--- src/rtl/stream_mux_rr.sv ---
// stream_mux_rr: N-channel registered stream mux with explicit-select or round-robin grant.
// Defining STREAM_MUX_PKT_LOCK_EN holds the grant on one channel for a whole multi-beat packet.
module stream_mux_rr #(
    parameter  int WIDTH = 32,
    parameter  int N     = 4,
    localparam int SELW  = $clog2(N)
) (
    input  logic                 clk,
    input  logic                 rst_n,
    input  logic                 mode,
    input  logic [SELW-1:0]      sel,
    input  logic [N-1:0]         in_valid,
    input  logic [N*WIDTH-1:0]   in_data,
    input  logic [N-1:0]         in_last,
    output logic [N-1:0]         in_ready,
    output logic                 out_valid,
    output logic [WIDTH-1:0]     out_data,
    output logic                 out_last,
    output logic [SELW-1:0]      out_chan,
    input  logic                 out_ready
);

    localparam int NPAD = 1 << SELW;

    logic [NPAD-1:0]  valid_pad;
    logic [NPAD-1:0]  ready_pad;
    logic [SELW-1:0]  ptr;
    logic [SELW-1:0]  rr_grant;
    logic             rr_hit;
    logic [SELW:0]    rr_idx;
    logic [SELW-1:0]  grant;
    logic             grant_hit;
    logic             le;
    logic             accept;
    logic [WIDTH-1:0] grant_data;
    logic             grant_last;

`ifdef STREAM_MUX_PKT_LOCK_EN
    // lock | meaning
    // 0    | per-beat arbitration by mode/sel
    // 1    | grant pinned to locked_chan until an accept with in_last=1
    logic             lock;
    logic [SELW-1:0]  locked_chan;
`endif

    // Indices at or above N read as not-valid, so sel >= N grants nothing.
    always_comb begin
        valid_pad        = '0;
        valid_pad[N-1:0] = in_valid;
    end

    // Search ptr+1 .. ptr (mod N); first valid channel wins.
    always_comb begin
        rr_hit   = 1'b0;
        rr_grant = ptr;
        rr_idx   = '0;
        for (int i = 1; i <= N; i++) begin
            rr_idx = {1'b0, ptr} + (SELW+1)'(i);
            if (rr_idx >= (SELW+1)'(N))
                rr_idx = rr_idx - (SELW+1)'(N);
            if (!rr_hit && valid_pad[rr_idx[SELW-1:0]]) begin
                rr_hit   = 1'b1;
                rr_grant = rr_idx[SELW-1:0];
            end
        end
    end

    always_comb begin
        grant     = mode ? rr_grant : sel;
        grant_hit = mode ? rr_hit   : valid_pad[sel];
`ifdef STREAM_MUX_PKT_LOCK_EN
        if (lock) begin
            grant     = locked_chan;
            grant_hit = valid_pad[locked_chan];
        end
`endif
    end

    assign le     = !out_valid || out_ready;
    assign accept = rst_n && le && grant_hit;

    always_comb begin
        ready_pad        = '0;
        ready_pad[grant] = accept;
    end

    assign in_ready = ready_pad[N-1:0];

    always_comb begin
        grant_data = '0;
        grant_last = 1'b0;
        for (int k = 0; k < N; k++) begin
            if (grant == SELW'(k)) begin
                grant_data = in_data[k*WIDTH +: WIDTH];
                grant_last = in_last[k];
            end
        end
    end

    always_ff @(posedge clk or negedge rst_n) begin
        if (!rst_n) begin
            out_valid <= 1'b0;
            out_data  <= '0;
            out_last  <= 1'b0;
            out_chan  <= '0;
            ptr       <= SELW'(N-1);
        end else begin
            if (le)
                out_valid <= accept;
            if (accept) begin
                out_data <= grant_data;
                out_last <= grant_last;
                out_chan <= grant;
                ptr      <= grant;
            end
        end
    end

`ifdef STREAM_MUX_PKT_LOCK_EN
    always_ff @(posedge clk or negedge rst_n) begin
        if (!rst_n) begin
            lock        <= 1'b0;
            locked_chan <= '0;
        end else if (accept) begin
            if (grant_last) begin
                lock <= 1'b0;
            end else begin
                lock        <= 1'b1;
                locked_chan <= grant;
            end
        end
    end
`endif

endmodule
--- config.mk ---
export PLATFORM = sky130hd
export DESIGN_NAME = stream_mux_rr
export DESIGN_NICKNAME = d
export VERILOG_FILES = /design/src/rtl/stream_mux_rr.sv
export SDC_FILE = /design/constraint.sdc
export NUM_CORES = 1
export LEC_CHECK = 0
export ABC_AREA = 1
export ABC_CLOCK_PERIOD_IN_PS = 2700
export CORE_MARGIN = 1.5
export CORE_UTILIZATION = 37
export DETAILED_ROUTE_END_ITERATION = 8
export PLACE_DENSITY = 0.83
export RECOVER_POWER = 50
export SKIP_LAST_GASP = 1
export SLEW_MARGIN = 20
export SYNTH_ARGS = -nofsm -noshare
export SYNTH_HDL_FRONTEND = slang
export SYNTH_SLANG_ARGS = --single-unit
--- constraint.sdc ---
create_clock -name clk -period 2.7 [get_ports clk]
set_input_delay 0.81 -clock clk [delete_from_list [all_inputs] [get_ports clk]]
set_output_delay 0.81 -clock clk [all_outputs]
set_load 0.01 [all_outputs]
# After elaboration in Yosys (flattened, before gate mapping)
# Cells that the tools add are included.
# op_classes
mul	0
eq_ne	3
reduce_logical	12
n_bitwise	1
add_sub_neg	8
muxes	34
shift	0
n_lt_le_gt_ge	11
div_mod_pow	0
# op_table
op	n
two-way mux 32 bit	4
< comparator 2 x 3 -> 1 bit, second input constant	6
two-way mux 2 bit	9
two-way mux 1 bit	15
greater-or-equal comparator 3 bit, second input constant	4
binary-select mux 1 bit (select 2 bit)	5
subtractor 2 x 1 -> 2 bit, second input constant	4
adder 2 x 2 -> 3 bit, second input constant	2
logical AND 1 bit	6
AND 4 bit	1
== test 2 bit, second input constant	2
logical NOT 1 bit	4
adder 2 x 1 -> 3 bit, second input constant	1
adder 2 x 3 -> 3 bit, second input constant	1
demux 1 bit (select 2 bit)	1
== test 2 x 1 -> 1 bit, second input constant	1
greater-or-equal comparator 2 x 1 -> 1 bit, second input constant	1
logical NOT 2 bit	1
logical OR 1 bit	1
# word_totals
reg_bits	38
latchBits	0
elab_cells	74
mem_count	0
rom_bits	0
output_inout_bits	40
mem_bits_rw	0
inputBits	142

# Depth between registers and ports, before layout
# Gate-level depths: netlist of the first run.
# depth
depth_word	21
depth_mapped	17
depth_no_buf	16

# Least setup slack after synthesis of the first run
# Ideal clock, no wire load.
# synth_path
kind	in2out
start	input sel[0]
end	output in_ready[0]
required_time_ns	1.890
arrival_time_ns	1.970
path_stages	9
n_path_buf	2
slack_ns	-0.080
cell_sequence	inv_1 -> nand2_1 -> a32o_1 -> a21oi_1 -> and2_1 -> buf_2 -> inv_1 -> buf_2 -> nor3_1
# synth_between
elab_chain_cells	6
word_cells_on_any_way	11
classes_between	2 x order compare; 6 x mux; 1 x bitwise; 2 x reduce/logical
# synth_lines
element	line	source
from (decl)	11	input logic [SELW-1:0] sel,
two-way mux 2 bit	69	grant = mode ? rr_grant : sel;
< comparator 2 x 3 -> 1 bit (not written as such) or greater-or-equal comparator 2 x 1 -> 1 bit (tied branches)	84	ready_pad[grant] = accept;
logical AND 1 bit (not written as such)	84	
two-way mux 1 bit (not written as such)	84	
demux 1 bit (select 2 bit)	84	
AND 4 bit (no source line) *	n/a	
to (decl)	15	output logic [N-1:0] in_ready,
# Mark *: on every way between the ends. The rest lies on a longest branch, timed or not. The select of a mux whose other input is x is not followed.

# Worst setup path in the final report of the first run
# layout_path
start	register ptr[0]
end	output in_ready[3]
# layout_between
elab_chain_cells	21
word_cells_on_any_way	47
classes_between	8 x add/sub; 6 x order compare; 24 x mux; 1 x bitwise; 8 x reduce/logical
# layout_lines
element	line	source
from (decl)	27	logic [SELW-1:0] ptr;
from (signal assigned)	106	ptr <= SELW'(N-1);
from (signal assigned)	114	ptr <= grant;
adder 2 x 1 -> 3 bit	58	rr_idx = {1'b0, ptr} + (SELW+1)'(i);
greater-or-equal comparator 3 bit or subtractor 2 x 1 -> 2 bit (tied branches)	59, 60	
two-way mux 2 bit	59	if (rr_idx >= (SELW+1)'(N))
binary-select mux 1 bit (select 2 bit)	61	if (!rr_hit && valid_pad[rr_idx[SELW-1:0]]) begin
two-way mux 1 bit (not written as such)	61	
two-way mux 1 bit	61	
logical NOT 1 bit	61	
logical AND 1 bit	61	
[5 not listed]	n/a	
logical AND 1 bit	61	
two-way mux 2 bit	61	
two-way mux 2 bit	69	
< comparator 2 x 3 -> 1 bit (not written as such) or greater-or-equal comparator 2 x 1 -> 1 bit (tied branches)	84	
logical AND 1 bit (not written as such)	84	
two-way mux 1 bit (not written as such)	84	
demux 1 bit (select 2 bit)	84	
AND 4 bit (no source line) *	n/a	
# Marked as above.

==> results of run 1 <==
## kinds of logic (layout without fill, tap and decap cells)
group           after synthesis  count (layout)  synth area share (%)
buf+inv                      81             296                  12.2
compound gates               32              32                  6.21
flops                        38              38                  31.7
simple gates                331             331                  49.9
## worst paths after layout
kind | end | slack (ps) | from | cells after the start
max | in_ready[3] | -140 | ptr[0] | 12
min | out_data[11] | 490 | out_data[11] | 2
max reg2reg | ptr[1] | -10 | ptr[0] | 19
min reg2reg | out_data[11] | 490 | out_data[11] | 2
max in group asynchronous | out_data[9] | 1200 | rst_n | 2
min in group asynchronous | out_data[14] | 890 | rst_n | 2
## area by class of cell
class	instances	area [um^2]	share of cell area, %
Tap cell	102	128	2.34
Inverter	51	201	3.70
Timing Repair Buffer	238	2250	41.3
Sequential cell	38	953	17.5
Clock buffer	7	76.3	1.40
Multi-Input combinational cell	363	1840	33.7
## critical path: stages, from the launching register on
cell and delay, ps:
dfstp_2 660, buf_12 150, nand2_2 50, nand3_1 90
nand2_2 80, nand2_1 60, nor2_1 40, nand2_1 50
and2_4 180, inv_6 50, buf_12 120, nor2_4 90
buf_6 110
## metrics by stage
step / setup TNS (ps) / hold slack [ps] / instances
after floorplan: -8.24 / 509 / 482
after global placement: -9850 / 462 / 765
after detailed placement: -10980 / 465 / 765
after CTS: -469 / 485 / 798
after global routing: -1260 / 509 / 799
final: -477 / 485 / 799
## power by group
part / switching, mW / total (mW) / leakage (nW) / internal (mW)
sequential: 0.183 / 1.04 / 0.446 / 0.852
clock: 0.191 / 0.369 / 0.0383 / 0.178
combinational: 1.60 / 3.09 / 2.14 / 1.49
total: 1.97 / 4.50 / 2.63 / 2.52
## per-layer routing
layer / up-vias / global-route usage [%]
li1: 1984 / -
met1: 1849 / 32.9
met2: 150 / 48.3
met3: 15 / 3.58
met4: 0 / 6.57
met5: - / 0
## sequential cells by signal (all words and copies together) (netlist names)
signal and count:
out_chan 2, out_data 32, out_last 1, out_valid 1
ptr 2
## layout by cell type, fill, tap and decap left out, types with 6 or more instances in the layout
cell and n:
o21ai_0 6, inv_1 44, nand4_1 24, nor2_1 48, clkdlybuf4s50_1 167, dfrtp_1 36
nand2_4 11, nand2_2 15, o21ai_1 13, nand2_1 128, buf_2 8, buf_4 49
nand3_1 91
## timing repair
action / CTS / global route
pin swaps: 24 / 4
gates resized for setup: 76 / 11
setup endpoints to repair: 5 / 7
setup buffers: 26 / 1
==> results.sh, run 1 <==
export IMPL_end_kind="output port"
export IMPL_dr_pass1_iters=4
export IMPL_die_area_mm2=0.00867
export IMPL_dp_slack_ps=-984
export IMPL_total_power_mw=4.50
export IMPL_ys_seq_area_share_pct=31.7
export IMPL_dieHeight_um=93.1
export IMPL_syn_nets=624
export IMPL_drt_drc_violations_left=0
export IMPL_finalCriticalPeriod_ps=2840
export IMPL_num_fill_cells=691
export IMPL_ir_drop_mv=0.472
export IMPL_worst_slew_pin_slew_ps=988
export IMPL_syn_instance_count=482
export IMPL_hold_path_class="reg2reg"
export IMPL_worstSetupPathType="reg2out"
export IMPL_portBuffers=181
export IMPL_cp_required_ps=1890
export IMPL_wl_met1_um=4730
export IMPL_layout_setup_ws_ps=-138
export IMPL_antenna_found_initial=0
export IMPL_violations="setup timing"
export IMPL_synth_edf_count=0
export IMPL_grt_max_degree=39
export IMPL_finalCritPeriodShare_pct=105
export IMPL_synth_top_area_share_pct=30.0
export IMPL_clock_sinks=38
export IMPL_path_max_fanout=5
export IMPL_grt_pass1_wl_um=18400
export IMPL_synth_seq_cells=38
export IMPL_timing_fmax_ghz=0.352
export IMPL_rows=32
export IMPL_rsz0062_at_grt="yes"
export IMPL_cap_violations=0
export IMPL_die_w_um=93.1
export IMPL_place_area_mm2=0.00505
export IMPL_syn_area_mm2=0.00300
export IMPL_cts_hold_fix_buffers=0
export IMPL_cts_htree_levels=2
export IMPL_place_gp_congestion=0.881
export IMPL_fin_worst_skew_ps=8.49
export IMPL_fin_nets=839
export IMPL_cp_start_kind="register"
export IMPL_start_util_pct=38.5
export IMPL_antenna_cells=0
export IMPL_synth_common_cells="nand2_1 (145), nand3_1 (94), nor2_1 (51)"
export IMPL_grt_pass1_vias=3906
export IMPL_grt_ovfl_total=0
export IMPL_clkTransAtPathRegs_ps=70
export IMPL_ys_flop_type="dfrtp_1"
export IMPL_post_drt_via_cell_ratio=5.00
export IMPL_final_layout_size_suffix_gt1_share_pct=17.6
export IMPL_syn_area_per_cell_um2=6.23
export IMPL_cts_tree="yes"
export IMPL_yosysMostFrequentCell="nand2_1"
export IMPL_ioPinCount=182
export IMPL_slew_headroom_pct=34.1
export IMPL_cts_root_buf="clkbuf_8"
export IMPL_vias=3998
export IMPL_status="finished, violations left"
export IMPL_finalHoldViolations=0
export IMPL_critPathArrivalTime_ps=2030
export IMPL_drt_wl_total_um=11500
export IMPL_grt_use_total_pct=26.6
export IMPL_powerDensity_mw_per_mm2=826
export IMPL_final_util_pct=69.8
export IMPL_drtIter0Drc=209
export IMPL_drv_slew=0
export IMPL_core_area_mm2=0.00781
export IMPL_async_reset_ff_share_pct=100
export IMPL_design_area_mm2=0.00545
export IMPL_clkLatencyLatePin_ps=280
export IMPL_cts_buffer_depth=2
export IMPL_yosysUniqueCellTypes=28
export IMPL_wl_met3_um=693
export IMPL_power_leakage_nw=2.63
export IMPL_dp_hpwl_um=8500
export IMPL_synth_top_area_cell="dfrtp_1"
export IMPL_area_delta_synth_final_pct=81.3
export IMPL_yosys_top_cells_area="dfrtp_1 (30%), nand2_1 (18%), nand3_1 (16%), nor2_1 (6.4%), inv_1 (6.0%)"
export IMPL_met2_length_um=6000
export IMPL_cts_buffers_inserted=5
export IMPL_synth_warning_count=0
export IMPL_wl_per_cell_um=14.4
export IMPL_dr_max_layer_used="met4"
export IMPL_ant_nets=0
export IMPL_setup_viol=5
Power figures use the tool's default switching activity.
==> run 2: changes to the inputs <==
--- a/config.mk
+++ b/config.mk
@@ -12,8 +12,6 @@
 export DETAILED_ROUTE_END_ITERATION = 8
 export PLACE_DENSITY = 0.83
 export RECOVER_POWER = 50
-export SKIP_LAST_GASP = 1
-export SLEW_MARGIN = 20
 export SYNTH_ARGS = -nofsm -noshare
 export SYNTH_HDL_FRONTEND = slang
 export SYNTH_SLANG_ARGS = --single-unit
==> run 2 against run 1 <==
Net effect:
- the run still ends with setup timing left
- global-route usage hardly changed
- largest power group unchanged
- register-to-register slack hardly changed
- worst hold slack worse by 5.1 ps
- via count hardly changed
- clock skew hardly changed
- total power is 0.93% lower
- cell area stayed put
- wire length is 0.41% lower
- setup slack worse by 65 ps
- die area stayed put
- clock-buffer cell count stayed put
==> results.sh, run 2 (synthesized netlist as in run 1, its figures left out) <==
export IMPL_reg2regPathDepth=20
export IMPL_grt_use_total_pct=26.6
export IMPL_rows=32
export IMPL_largest_reg_flops=32
export IMPL_finalHoldViolations=0
export IMPL_grt_pass1_vias=3906
export IMPL_cp_start_kind="register"
export IMPL_clkTransAtPathRegs_ps=70
export IMPL_timing_fmax_ghz=0.344
export IMPL_critPathArrivalTime_ps=2090
export IMPL_clock_sinks=38
export IMPL_crit_top_cell="nand2_4"
export IMPL_grt_pass1_wl_um=18400
export IMPL_worstSetupPathType="reg2out"
export IMPL_cap_violations=0
export IMPL_r2r_slack_ps=-10
export IMPL_drt_drc_violations_left=0
export IMPL_final_layout_size_suffix_gt1_share_pct=17.6
export IMPL_worst_slew_pin_slew_ps=987
export IMPL_hold_path_class="reg2reg"
export IMPL_worstPathCellList="inv_6 > nand2_4 > nand2_4 > nand3_4 > nand2_4 > buf_4 > nand2_4 > nand2_2 > nand3_4 > nand2_8 > nor3_4 > buf_2"
export IMPL_fin_nets=839
export IMPL_drtIter0Drc=241
export IMPL_grt_max_degree=39
export IMPL_ioPinCount=182
export IMPL_cp_slowest_cell="dfstp_2"
export IMPL_min_to="out_data[11]"
export IMPL_finalNonFillerCells=799
export IMPL_core_area_mm2=0.00781
export IMPL_drt_wl_total_um=11500
export IMPL_place_inst=765
export IMPL_rr_startpoint="ptr[0]"
export IMPL_place_gp_congestion=0.881
export IMPL_cp_required_ps=1890
export IMPL_layout_cells_most_common="clkdlybuf4s50_1"
export IMPL_cts_buffers_inserted=5
export IMPL_die_area_mm2=0.00867
export IMPL_grt_ovfl_total=0
export IMPL_fin_worst_skew_ps=8.87
export IMPL_post_drt_via_cell_ratio=5.01
export IMPL_largest_register="out_data"
export IMPL_dp_slack_ps=-984
export IMPL_layout_setup_ws_ps=-204
export IMPL_finalCriticalPeriod_ps=2900
export IMPL_final_cell_mix="clkdlybuf4s50_1 (153), nand2_1 (128), nand3_1 (91)"
export IMPL_cts_tree="yes"
export IMPL_cts_hold_fix_buffers=0
export IMPL_path_max_fanout=7
export IMPL_worstReg2RegEnd="ptr[1]"
export IMPL_clkLatencyLatePin_ps=280
export IMPL_cts_htree_levels=2
export IMPL_status="finished, violations left"
export IMPL_ant_nets=0
export IMPL_dp_hpwl_um=8500
export IMPL_rsz0062_at_grt="yes"
export IMPL_drv_slew=0
export IMPL_tns_ps=-545
export IMPL_design_area_mm2=0.00545
export IMPL_violations="setup timing"
export IMPL_end_kind="output port"
export IMPL_wl_per_cell_um=14.4
export IMPL_dr_pass1_iters=4
export IMPL_power_leakage_nw=2.63
export IMPL_final_util_pct=69.8
export IMPL_die_w_um=93.1
export IMPL_holdWs_ps=480
export IMPL_holdPathStages=2
export IMPL_critical_path_max_stage_delay_ps=660
export IMPL_start_util_pct=38.5
export IMPL_ir_drop_mv=0.470
export IMPL_dieHeight_um=93.1
export IMPL_portBuffers=181
export IMPL_slew_headroom_pct=34.2
export IMPL_total_power_mw=4.46
export IMPL_worstHoldStart="out_data[11]"
export IMPL_place_area_mm2=0.00505
export IMPL_area_delta_synth_final_pct=81.3
export IMPL_finalCritPeriodShare_pct=108
export IMPL_cts_root_buf="clkbuf_8"
export IMPL_cts_buffer_depth=2
export IMPL_largestRegisters="out_data: 32 flops, out_chan: 2 flops, ptr: 2 flops"
export IMPL_vias=3999
export IMPL_powerDensity_mw_per_mm2=818
export IMPL_antenna_cells=0
export IMPL_setup_viol=5
export IMPL_antenna_found_initial=0
==> run 2: cell count changes in the layout (fill, tap and decap cells not counted), sizes merged <==
cell,delta
dlygate4sd3,+14
clkdlybuf4s50,-14
==> run 2: per-layer routing <==
| layer | GRT usage, % | part of all wire, % | up-vias |
|---|---|---|---|
| li1 | - | - | 1987 |
| met1 | 32.9 | 41 | 1845 |
| met2 | 48.4 | 52 | 155 |
| met3 | 3.58 | 6.0 | 12 |
| met4 | 6.57 | 0.85 | 0 |
| met5 | 0 | 0 | - |
==> run 2: report_power, final <==
part / leakage (nW) / internal [mW] / total (mW) / switching, mW
Combinational: 2.15 / 1.45 / 3.06 / 1.60
Clock: 0.0383 / 0.178 / 0.369 / 0.191
Sequential: 0.446 / 0.852 / 1.03 / 0.178
==> run 2: what timing repair did <==
| action | in CTS | in global routing |
|---|---|---|
| gates cloned | 0 | 0 |
| setup endpoints to repair | 5 | 8 |
| gates resized for setup | 77 | 10 |
| setup buffers | 26 | 1 |
| pin swaps | 25 | 3 |
==> run 2: how the worst max path moves through the flow <==
stage / depth (start not counted) / slack, ps / to / start
2_1_floorplan: 9 / -8 / in_ready[0] / sel[0]
3_3_place_gp: 12 / -940 / in_ready[3] / in_valid[0]
3_5_place_dp: 11 / -980 / in_ready[0] / in_valid[0]
4_1_cts: 12 / -140 / in_ready[0] / ptr[0]
5_1_grt: 12 / -320 / in_ready[0] / ptr[0]
6_report: 12 / -200 / in_ready[0] / ptr[0]
==> run 2: final cells by class <==
class / count / area, um^2
Inverter: 51 / 201
Clock buffer: 7 / 76.3
Fill cell: 692 / 2360
Tap cell: 102 / 128
Multi-Input combinational cell: 363 / 1840
Timing Repair Buffer: 238 / 2250
Sequential cell: 38 / 953
==> run 2: worst max-delay path, delay by kind of cell (launching register included) <==
| kind | cells | cell delay, ps |
|---|---|---|
| buffers and inverters | 3 | 380 |
| DFF | 1 | 660 |
| and+or+nand+nor | 9 | 770 |
==> run 3: changes to the inputs <==
--- a/config.mk
+++ b/config.mk
@@ -6,11 +6,12 @@
 export NUM_CORES = 1
 export LEC_CHECK = 0
 export ABC_AREA = 1
-export ABC_CLOCK_PERIOD_IN_PS = 2700
+export ABC_CLOCK_PERIOD_IN_PS = 3500
 export CORE_MARGIN = 1.5
 export CORE_UTILIZATION = 37
 export DETAILED_ROUTE_END_ITERATION = 8
-export PLACE_DENSITY = 0.83
+export DONT_BUFFER_PORTS = 1
+export PLACE_DENSITY = 0.54
 export RECOVER_POWER = 50
 export SYNTH_ARGS = -nofsm -noshare
 export SYNTH_HDL_FRONTEND = slang
==> constraint.sdc (replaced) <==
create_clock -name clk -period 3.5 [get_ports clk]
set_input_delay 1.05 -clock clk [delete_from_list [all_inputs] [get_ports clk]]
set_output_delay 1.05 -clock clk [all_outputs]
set_load 0.01 [all_outputs]
==> run 3 against run 2 <==
Net effect:
- the run now ends clean
- wire length is 17% lower
- combinational power fell by 59%
- via count decreased by 22%
- critical path type is now in2out
- largest power group unchanged
==> results.sh, run 3 (synthesized netlist as in run 1, its figures left out) <==
export IMPL_multiInputGateArea_mm2=0.00169
export IMPL_finalCriticalPeriod_ps=3280
export IMPL_cts_tree="yes"
export IMPL_slew_headroom_pct=68.6
export IMPL_final_util_pct=40.7
export IMPL_vias=3128
export IMPL_largest_register="out_data"
export IMPL_critPathArrivalTime_ps=2230
export IMPL_antenna_cells=0
export IMPL_finalCritPeriodShare_pct=93.8
export IMPL_worst_slew_pin_slew_ps=470
export IMPL_rows=32
export IMPL_finalHoldViolations=0
export IMPL_final_layout_size_suffix_gt1_share_pct=9.30
export IMPL_setup_viol=0
export IMPL_rsz0062_at_grt="no"
export IMPL_die_w_um=93.1
export IMPL_critical_path_max_stage_delay_ps=210
export IMPL_dp_slack_ps=237
export IMPL_cp_start_kind="input port"
export IMPL_critical_path_top_delay_family="buffers and inverters"
export IMPL_powerDensity_mw_per_mm2=797
export IMPL_num_fill_cells=850
export IMPL_largest_reg_flops=32
export IMPL_worstPathCellList="inv_1 > a21oi_1 > a32o_1 > a21oi_1 > and2_2 > inv_1 > nor3_1 > buf_4"
export IMPL_ctsResizeCount=0
export IMPL_clkLatencyLatePin_ps=290
export IMPL_drt_wl_total_um=9550
export IMPL_end_kind="output port"
export IMPL_clkTransAtPathRegs_ps=80
export IMPL_worstSetupPathType="in2out"
export IMPL_cts_setup_buffers=0
export IMPL_power_leakage_nw=1.65
export IMPL_drv_slew=0
export IMPL_grt_use_total_pct=22.2
export IMPL_cts_hold_fix_buffers=0
export IMPL_largestRegisters="out_data: 32 flops, out_chan: 2 flops, ptr: 2 flops"
export IMPL_fin_worst_skew_ps=2.87
export IMPL_ir_drop_mv=0.211
export IMPL_clock_sinks=38
export IMPL_layout_cells_most_common="nand2_1"
export IMPL_cap_violations=0
export IMPL_hold_path_class="in2async"
export IMPL_grt_max_degree=40
export IMPL_cts_root_buf="clkbuf_8"
export IMPL_grt_pass1_vias=3017
export IMPL_cts_buffers_inserted=5
export IMPL_wl_per_cell_um=16.6
export IMPL_core_area_mm2=0.00781
export IMPL_holdWs_ps=446
export IMPL_cp_required_ps=2450
export IMPL_dieHeight_um=93.1
export IMPL_die_area_mm2=0.00867
export IMPL_tns_ps=0
export IMPL_place_gp_congestion=0.931
export IMPL_ioPinCount=182
export IMPL_portBuffers=0
export IMPL_cts_htree_levels=2
export IMPL_path_buf_inv=3
export IMPL_drtIter0Drc=103
export IMPL_start_util_pct=38.5
export IMPL_path_max_fanout=6
export IMPL_total_power_mw=2.53
export IMPL_final_cell_mix="nand2_1 (145), nand3_1 (94), nor2_1 (51)"
export IMPL_ant_nets=0
export IMPL_cts_buffer_depth=2
export IMPL_antenna_found_initial=0
export IMPL_dr_pass1_iters=5
export IMPL_seq_area_um2=953
export IMPL_timing_fmax_ghz=0.305
export IMPL_drt_drc_violations_left=0
export IMPL_cp_slowest_cell="a32o_1"
export IMPL_dp_hpwl_um=7090
export IMPL_post_drt_via_cell_ratio=5.44
export IMPL_status="complete, no violations"
export IMPL_area_delta_synth_final_pct=5.83
export IMPL_fin_nets=614
export IMPL_grt_ovfl_total=0
export IMPL_layout_setup_ws_ps=218
export IMPL_grt_pass1_wl_um=15200
[run 3: cell types whose count changed in the layout (fill, tap and decap cells not counted), sizes merged]
cell / change
clkbuf: -1
clkdlybuf4s50: -153
buf: -52
clkdlybuf4s15: -1
dlygate4sd2: -2
dlygate4sd3: -15
[run 3: through the flow]
step,instance area (um^2),instances
after global routing,3180,575
after floorplan,3000,482
final,3180,575
after detailed placement,3070,567
after CTS,3180,575
after global placement,3070,567
[run 3: routing by layer]
layer | GRT usage, % | vias to the layer above | wire length [um]
met5 | 0 | - | 0
met4 | 5.43 | 0 | 113
met3 | 5.28 | 10 | 736
met2 | 39.3 | 140 | 4770
met1 | 27.1 | 1442 | 3940
li1 | - | 1536 | -
[run 3: power breakdown]
group / switching (mW) / internal (mW) / total (mW)
Clock: 0.157 / 0.199 / 0.356
Sequential: 0.284 / 0.657 / 0.942
Combinational: 0.823 / 0.412 / 1.24
Total: 1.27 / 1.27 / 2.53
[run 3: area by class of cell]
type | count | area share (%)
Inverter | 51 | 6.18
Clock buffer | 8 | 3.46
Sequential cell | 38 | 30.0
Timing Repair Buffer | 13 | 3.07
Tap cell | 102 | 4.01
Multi-Input combinational cell | 363 | 53.3
[run 3: final timing paths]
kind                                    from            to  slack (ps)  depth (start not counted)
worst max-delay path                  sel[1]   in_ready[0]         220                          8
worst min register to register  out_data[19]  out_data[19]         550                          2
min in group clk                out_data[19]  out_data[19]         550                          2
max in group asynchronous              rst_n        ptr[1]        2880                          0
worst max register to register        ptr[0]  out_data[31]         820                         13
worst min-delay path                   rst_n   out_data[3]         450                          0
